===== src/rtl/mdu_iterative.sv =====
// Multi-cycle multiply/divide unit for the EX stage.
// Multiplies run through a MUL_LATENCY-deep product pipeline; divides use a
// restoring algorithm on operand magnitudes, one quotient bit per cycle,
// followed by a single sign-fixup cycle.
//
// Handshake: an operation is accepted on a rising edge where
// in_valid && in_ready && !cancel (in_ready is high only in IDLE). A result is
// offered while out_valid is high (DONE) and is consumed on a rising edge where
// out_valid && out_ready. cancel overrides everything: the next edge returns
// to IDLE and any pending or in-flight result is dropped.
module mdu_iterative #(
  parameter int WIDTH       = 32,
  parameter int MUL_LATENCY = 2
) (
  input  logic             clk,
  input  logic             resetn,
  input  logic             in_valid,
  output logic             in_ready,
  input  logic [1:0]       in_op,
  input  logic [WIDTH-1:0] in_a,
  input  logic [WIDTH-1:0] in_b,
  input  logic             cancel,
  output logic             out_valid,
  input  logic             out_ready,
  output logic [WIDTH-1:0] out_hi,
  output logic [WIDTH-1:0] out_lo,
  output logic             busy,
  output logic [1:0]       debug_state
);

  typedef enum logic [1:0] {
    IDLE = 2'd0,
    MUL  = 2'd1,
    DIV  = 2'd2,
    DONE = 2'd3
  } state_t;

  localparam int CNT_W = $clog2(WIDTH + MUL_LATENCY + 2);
  localparam logic [CNT_W-1:0] MUL_LAST = CNT_W'(MUL_LATENCY - 1);
  localparam logic [CNT_W-1:0] DIV_LAST = CNT_W'(WIDTH);

  state_t state, state_next;

  logic             accept;
  logic             in_signed;
  logic [CNT_W-1:0] count;
  logic [WIDTH-1:0] a_reg;
  logic [WIDTH-1:0] mag_b;
  logic [WIDTH-1:0] rem;
  logic [WIDTH-1:0] quo;
  logic             div_zero;
  logic             neg_q;
  logic             neg_r;
  logic [WIDTH-1:0] out_hi_r;
  logic [WIDTH-1:0] out_lo_r;
  logic [2*WIDTH-1:0] prod_pipe [MUL_LATENCY];

  logic [2*WIDTH-1:0] ext_a;
  logic [2*WIDTH-1:0] ext_b;
  logic [2*WIDTH-1:0] mul_full;
  logic [WIDTH:0]     shift_in;
  logic [WIDTH:0]     diff;

  // Two's-complement magnitude; the most negative value maps to 2^(WIDTH-1).
  function automatic logic [WIDTH-1:0] magnitude(input logic [WIDTH-1:0] v,
                                                 input logic sgn);
    return (sgn && v[WIDTH-1]) ? (WIDTH'(0) - v) : v;
  endfunction

  assign in_signed   = ~in_op[0];
  assign accept      = (state == IDLE) && in_valid && !cancel;
  assign in_ready    = (state == IDLE);
  assign busy        = (state != IDLE);
  assign out_valid   = (state == DONE);
  assign out_hi      = out_hi_r;
  assign out_lo      = out_lo_r;
  assign debug_state = state;

  // Full 2W-bit product of the incoming operands, sign- or zero-extended.
  always_comb begin
    ext_a    = in_signed ? {{WIDTH{in_a[WIDTH-1]}}, in_a} : {{WIDTH{1'b0}}, in_a};
    ext_b    = in_signed ? {{WIDTH{in_b[WIDTH-1]}}, in_b} : {{WIDTH{1'b0}}, in_b};
    mul_full = ext_a * ext_b;
    shift_in = {rem, quo[WIDTH-1]};
    diff     = shift_in - {1'b0, mag_b};
  end

  // State register.
  always_ff @(posedge clk or negedge resetn) begin
    if (!resetn) state <= IDLE;
    else         state <= state_next;
  end

  // Next-state logic. A zero divisor spends one cycle in DIV loading its
  // fixed result, which gives it a one-cycle latency.
  always_comb begin
    state_next = state;
    case (state)
      IDLE: if (accept) state_next = in_op[1] ? DIV : MUL;
      MUL:  if (count == MUL_LAST) state_next = DONE;
      DIV:  if (div_zero || count == DIV_LAST) state_next = DONE;
      DONE: if (out_ready) state_next = IDLE;
      default: state_next = IDLE;
    endcase
    if (cancel) state_next = IDLE;
  end

  // Operand latch, product pipeline, divide iterations and result registers.
  always_ff @(posedge clk or negedge resetn) begin
    if (!resetn) begin
      count    <= '0;
      a_reg    <= '0;
      mag_b    <= '0;
      rem      <= '0;
      quo      <= '0;
      div_zero <= 1'b0;
      neg_q    <= 1'b0;
      neg_r    <= 1'b0;
      out_hi_r <= '0;
      out_lo_r <= '0;
      for (int i = 0; i < MUL_LATENCY; i++) prod_pipe[i] <= '0;
    end else begin
      if (accept) prod_pipe[0] <= mul_full;
      for (int i = 1; i < MUL_LATENCY; i++) prod_pipe[i] <= prod_pipe[i-1];

      if (cancel || accept)                  count <= '0;
      else if (state == MUL || state == DIV) count <= count + 1'b1;

      if (accept) begin
        a_reg    <= in_a;
        mag_b    <= magnitude(in_b, in_signed);
        rem      <= '0;
        quo      <= magnitude(in_a, in_signed);
        div_zero <= in_op[1] && (in_b == '0);
        neg_q    <= in_signed && (in_a[WIDTH-1] ^ in_b[WIDTH-1]);
        neg_r    <= in_signed && in_a[WIDTH-1];
      end

      if (state == DIV && !cancel && !div_zero && count < DIV_LAST) begin
        if (!diff[WIDTH]) begin
          rem <= diff[WIDTH-1:0];
          quo <= {quo[WIDTH-2:0], 1'b1};
        end else begin
          rem <= shift_in[WIDTH-1:0];
          quo <= {quo[WIDTH-2:0], 1'b0};
        end
      end

      if (state != DONE && state_next == DONE) begin
        if (state == MUL) begin
          {out_hi_r, out_lo_r} <= prod_pipe[MUL_LATENCY-1];
        end else if (div_zero) begin
          out_lo_r <= '1;
          out_hi_r <= a_reg;
        end else begin
          out_lo_r <= neg_q ? (WIDTH'(0) - quo) : quo;
          out_hi_r <= neg_r ? (WIDTH'(0) - rem) : rem;
        end
      end
    end
  end

endmodule


===== config.mk =====
export PLATFORM = sky130hd
export DESIGN_NAME = mdu_iterative
export DESIGN_NICKNAME = d
export VERILOG_FILES = /design/src/rtl/mdu_iterative.sv
export SDC_FILE = /design/constraint.sdc
export NUM_CORES = 2
export LEC_CHECK = 0
export ABC_AREA = 1
export BUFFER_PORTS_ARGS = -buffer_cell sky130_fd_sc_hd__buf_2
export CORE_MARGIN = 5
export CORE_UTILIZATION = 45
export CTS_CLUSTER_SIZE = 16
export DETAILED_ROUTE_END_ITERATION = 10
export GPL_ROUTABILITY_DRIVEN = 1
export HOLD_SLACK_MARGIN = 0.05
export PLACE_DENSITY = 0.69
export SLEW_MARGIN = 25
export SYNTH_ARGS = -nofsm -noshare
export SYNTH_HDL_FRONTEND = slang
export SYNTH_SLANG_ARGS = --single-unit

===== constraint.sdc =====
create_clock -name clk -period 3.1 [get_ports clk]
set_clock_uncertainty 0.05 [all_clocks]
set_input_delay 0.155 -clock clk [delete_from_list [all_inputs] [get_ports clk]]
set_output_delay 0.155 -clock clk [all_outputs]
set_load 0.01 [all_outputs]

; Word-level counts from Yosys, hierarchy flattened
; Index checks and enable logic that the tools add are counted.
; Widths: inputs -> output; s select.
[totals]
ff_bits = 331
input_bits = 71
out_inout_bits = 69
wordCells = 75
[op_classes]
add_sub_neg = 6
multipliers = 1
order_cmp = 1
eq_ne = 7
n_mux = 25
bitwise_logic = 2
n_reduce_logical = 20
[ops]
columns = operator, n
row1 = $mux 32, 13
row2 = $mux 64, 2
row3 = $sub 1x32->32 const A, 4
row4 = $mul 64x64->64, 1
row5 = $sub 33x32->33, 1
row6 = $logic_not 32->1, 1
row7 = $mux 2, 6
row8 = $mux 6, 2
row9 = $logic_and 1x1->1, 10
row10 = $pmux 2 s4, 1
row11 = $add 6x1->6 const B, 1
row12 = $eq 2x2->1 const B, 3
row13 = $eq 6x1->1 const B, 1
row14 = $eq 6x6->1 const B, 1
row15 = $lt 6x6->1 const B, 1
row16 = $reduce_bool 2->1, 3
row17 = $logic_or 1x1->1, 3
row18 = $eq 2x1->1 const B, 1
row19 = $logic_not 1->1, 2
row20 = $logic_not 2->1, 1
row21 = $ne 2x2->1 const B, 1
row22 = $mux 1, 1
row23 = $not 1->1, 1
row24 = $xor 1x1->1, 1

; Depth between registers and ports, before layout
[depth]
word_depth = 8
depth_mapped = 43
depth_no_buf = 42

; Least setup slack after synthesis
; Ideal clock, no wire load.
[synth_timing]
kind = input to register
startpoint = input port in_op[0]
endpoint = register prod_pipe[127] in the netlist's numbering
t_arrival_ns = 8.618
t_required_ns = 2.932
setup_slack_ns = -5.686
cell_stages = 32
path_buffers = 3
cell_sequence = clkbuf_1 -> clkbuf_1 -> buf_1 -> nor2_1 -> fa_1 -> inv_1 -> fa_1 -> inv_1 -> fa_1 -> fa_1 -> fa_1 -> inv_1 -> fa_1 -> inv_1 -> fa_1 -> inv_1 -> fa_1 -> inv_1 -> fa_1 -> inv_1 -> fa_1 -> inv_1 -> ha_1 -> nand2_1 -> nor3_1 -> nand2_1 -> nor4_1 -> a21oi_1 -> inv_1 -> nand2_1 -> nand3_1 -> nand2_1
[synth_between]
elab_chain_cells = 2
[synth_lines]
columns = item, line
row1 = "start, declared", 19  ; input logic [1:0] in_op,
row2 = $mux 64 (on tied branches), "81, 82"
row3 = $mul 64x64->64 (*), 83  ; mul_full = ext_a * ext_b;
row4 = "end, declared", 56  ; logic [2*WIDTH-1:0] prod_pipe [MUL_LATENCY];
; Every way passes the cells marked *; elsewhere a longest branch is shown, timed or not.
; A chain may end at the register's enable or synchronous reset.

; Final worst setup path
[layout_timing]
startpoint = input port in_a[31]
endpoint = register prod_pipe[122] in the netlist's numbering
[layout_between]
elab_chain_cells = 2
[layout_lines]
columns = item, line
row1 = "start, declared", 20  ; input logic [WIDTH-1:0] in_a,
row2 = $mux 64, 81  ; ext_a = in_signed ? {{WIDTH{in_a[WIDTH-1]}}, in_a} : {{WIDTH{1'b0}}, in_a};
row3 = $mul 64x64->64, 83
; Every way passes these cells.

==> results list <==
- Run status: finished with violations
- The final reports fail on setup timing.
* Iteration-0 DRC Markers: 5141
* Most used standard cell by instance count after synthesis: inv_1
- Time the worst path needs with I/O delays and setup: 7.61 ns
- The worst setup path is launched from an input pin.
- Seq/Total Area, Yosys: 0.123
- Summed over all failing endpoints, the final setup total negative slack is -229.51 ns.
- After global routing the overflow that remains totals 0.
- In the synthesized netlist, the number of instances is 8439.
* Cell occurring most often along the worst timing path: fa_1
- Routed wirelength normalized by instance count: 23.1 um
- Average instance area after synthesis: 8.01 um2
- Detail-routed via count per cell: 5.19
- Area share of the leading cell type in the synthesized netlist: 0.419
- The clock reaches the later pin of the worst-skew pair after 0.60 ns.
- For the pin with the worst max-slew slack, the measured transition is 0.876 ns.
- Initial antenna violation count: 18
- Number of synthesized flops with an enable pin: 0
- Counting flops and latches in the post-synthesis netlist gives 331.
- In this run the tightest slew margin relative to its limit is 0.416.
- Routability congestion estimate: 1.04
- By area the synthesized netlist is led by fa_1 (42%), inv_1 (14%), dfrtp_1 (12%).
* Crit-path max FO: 6
- Residual DRC count: 0
* Die H: 398 um
* Input/output buffers: 139
- Crit path kind: in2reg
- Hold WC Path Type: in2reg
- Final net count: 11153
- Detailed placement ended at an HPWL of 219000 um.
- Flip-flop count of the largest register, all copies and words added: 128
- Via count of the first global-routing pass: 63207
* Least setup slack across all paths after layout: -4.51 ns
- Crit end category: flip-flop
* Ys async rst share: 1.00
- Cell taking the most area after synthesis: fa_1
* Number of ports placed on the die boundary: 140
* Final Max Slew Viols: 0
- Ranked by flip-flop count, first place goes to prod_pipe.
* Via count: 58975
- Achievable frequency: 131 MHz
* Period utilisation layout: 2.46
* Arr. time, crit path: 8.02 ns
* Required time of the critical path: 3.51 ns
- First-pass GRT wire length: 390000 um
- Measured on the finished design, the core utilization comes to 0.562.
- Count of final hold-check violations: 0
- In this run the number of H-tree levels came out at 2.
- Total global routing track utilization: 0.332
* Root buffer cell: clkbuf_16
- CTS saw 331 sinks.
* Biggest cell delay along the critical path: 0.60 ns
* Post-Synthesis Cell Area: 67600 um2
* Leading register cell type out of synthesis: dfrtp_1
* Worst slack at placement: -5.43 ns
- In the synthesized netlist, the cells that appear most often are inv_1 (2466), nand2_1 (1945), fa_1 (1416), nor2_1 (407), ha_1 (359).
* Syn. warnings: 0
* Layout area overhead: 24.4%
* CTS tree: built
- Setup violations remaining at the end of the flow were counted as 61.
- Before antenna repair, the detailed router went through 5 iterations.
- The core region is 150000 um2.
- The die is 398 um wide.
* Pin count of the biggest net entering global routing: 181
* Fraction of final layout cells sized beyond drive strength 1: 0.215
* Starting Density: 0.452
* Std-Cell Rows: 142
* Area enclosed by the die boundary: 158000 um2
- Counting every net in the synthesized netlist gives 10285.
- The largest individual stage delay along the critical path comes from the cell fa_2.
- Final Routed Wirelength: 262000 um
- Number of different library cells in the post-synthesis netlist: 55
- After clock tree synthesis, the clock-pin slew on the worst setup and hold paths is 0.06 ns.
- The count of nets left with antenna violations once routing finished came out at 0.
- TritonCTS created 39 clock buffers.
- Setup repair after global routing could not meet its margin everywhere.
- The clock passes through at most 3 buffers.
- Across all hold checks on the routed design, the worst slack comes to 0.0503 ns.
* Max cap viols: 0
## per-layer routing
layer  routed length (um)  vias up  GRT usage  share of wire
li1                     -    26041          -              -
met1                95700    29552      0.405           0.37
met2               121000     2692      0.544           0.46
met3                23400      684     0.0619          0.090
met4                22100        6      0.213          0.085
met5                   34        -          0        0.00013
## area by class of cell
type / count / area, um2
multi-input cells: 5282 / 52100
clock buffers: 54 / 1120
well taps: 2016 / 2520
flip-flops and latches: 331 / 8280
diodes: 6 / 15.0
fillers: 13517 / 65500
inverters: 2473 / 9310
clock inverters: 15 / 233
repair buffers: 1180 / 10500
## final timing paths
| kind | to | cells past startpoint | start | slack (ns) |
|---|---|---|---|---|
| min | quo[29] | 4 | in_a[29] | 0.05 |
| min reg2reg | prod_pipe[24] | 0 | prod_pipe[88] | 0.31 |
| min in group asynchronous | out_hi[16] | 3 | resetn | 0.21 |
| max | prod_pipe[122] | 33 | in_a[31] | -4.51 |
| max in group asynchronous | prod_pipe[111] | 3 | resetn | 2.15 |
| max reg2reg | out_hi[31] | 14 | debug_state[0] | 0 |
## worst max-delay path, delay by kind of cell
kind / cells / cell delay [ns]
AND/OR/NAND/NOR: 11 / 1.10
adder cells (fa/ha/maj): 11 / 5.55
buffers and inverters: 11 / 1.16
## through the flow
step | instances | instance area (um2)
global placement | 11171 | 78900
floorplan | 8439 | 70600
CTS | 11305 | 82900
finish | 11357 | 84100
detailed placement | 11171 | 78900
global route | 11351 | 84100
## kinds of logic (layout without fill, tap and decap cells)
group	count (synthesis)	after routing	synth area share
compound gates	682	682	0.0584
xor+xnor	129	129	0.0167
fa+ha+maj	1775	1775	0.486
buf+inv	2826	3722	0.158
flops	331	331	0.123
other cells	0	6	0
simple gates	2696	2696	0.159
## timing repair
item,CTS,global route
buffers inserted,52,38
endpoints found under the hold margin,340,0
gates resized for setup,560,220
hold buffers,6,0
endpoints found under the setup margin,61,96
cloned,8,8
pin swaps,206,177
## layout by cell type (no fill, tap or decap), types with 70 or more instances in the layout
| cell | Yosys | final |
|---|---|---|
| nor2_4 | 0 | 79 |
| nand3_1 | 190 | 165 |
| fa_2 | 0 | 110 |
| buf_2 | 23 | 98 |
| nand2_2 | 1 | 75 |
| dfrtp_1 | 331 | 331 |
| ha_4 | 0 | 75 |
| inv_1 | 2466 | 2341 |
| buf_6 | 1 | 71 |
| ha_1 | 359 | 283 |
| buf_4 | 2 | 881 |
| buf_12 | 0 | 83 |
| fa_1 | 1416 | 1306 |
| nor2_1 | 407 | 269 |
| xor2_1 | 72 | 70 |
| a21oi_1 | 165 | 105 |
| inv_2 | 3 | 123 |
| o21ai_0 | 286 | 223 |
| nand2_1 | 1945 | 1829 |
Power is not shown: default switching activity piles up to over one toggle a cycle in this logic, so the estimate is an artifact.
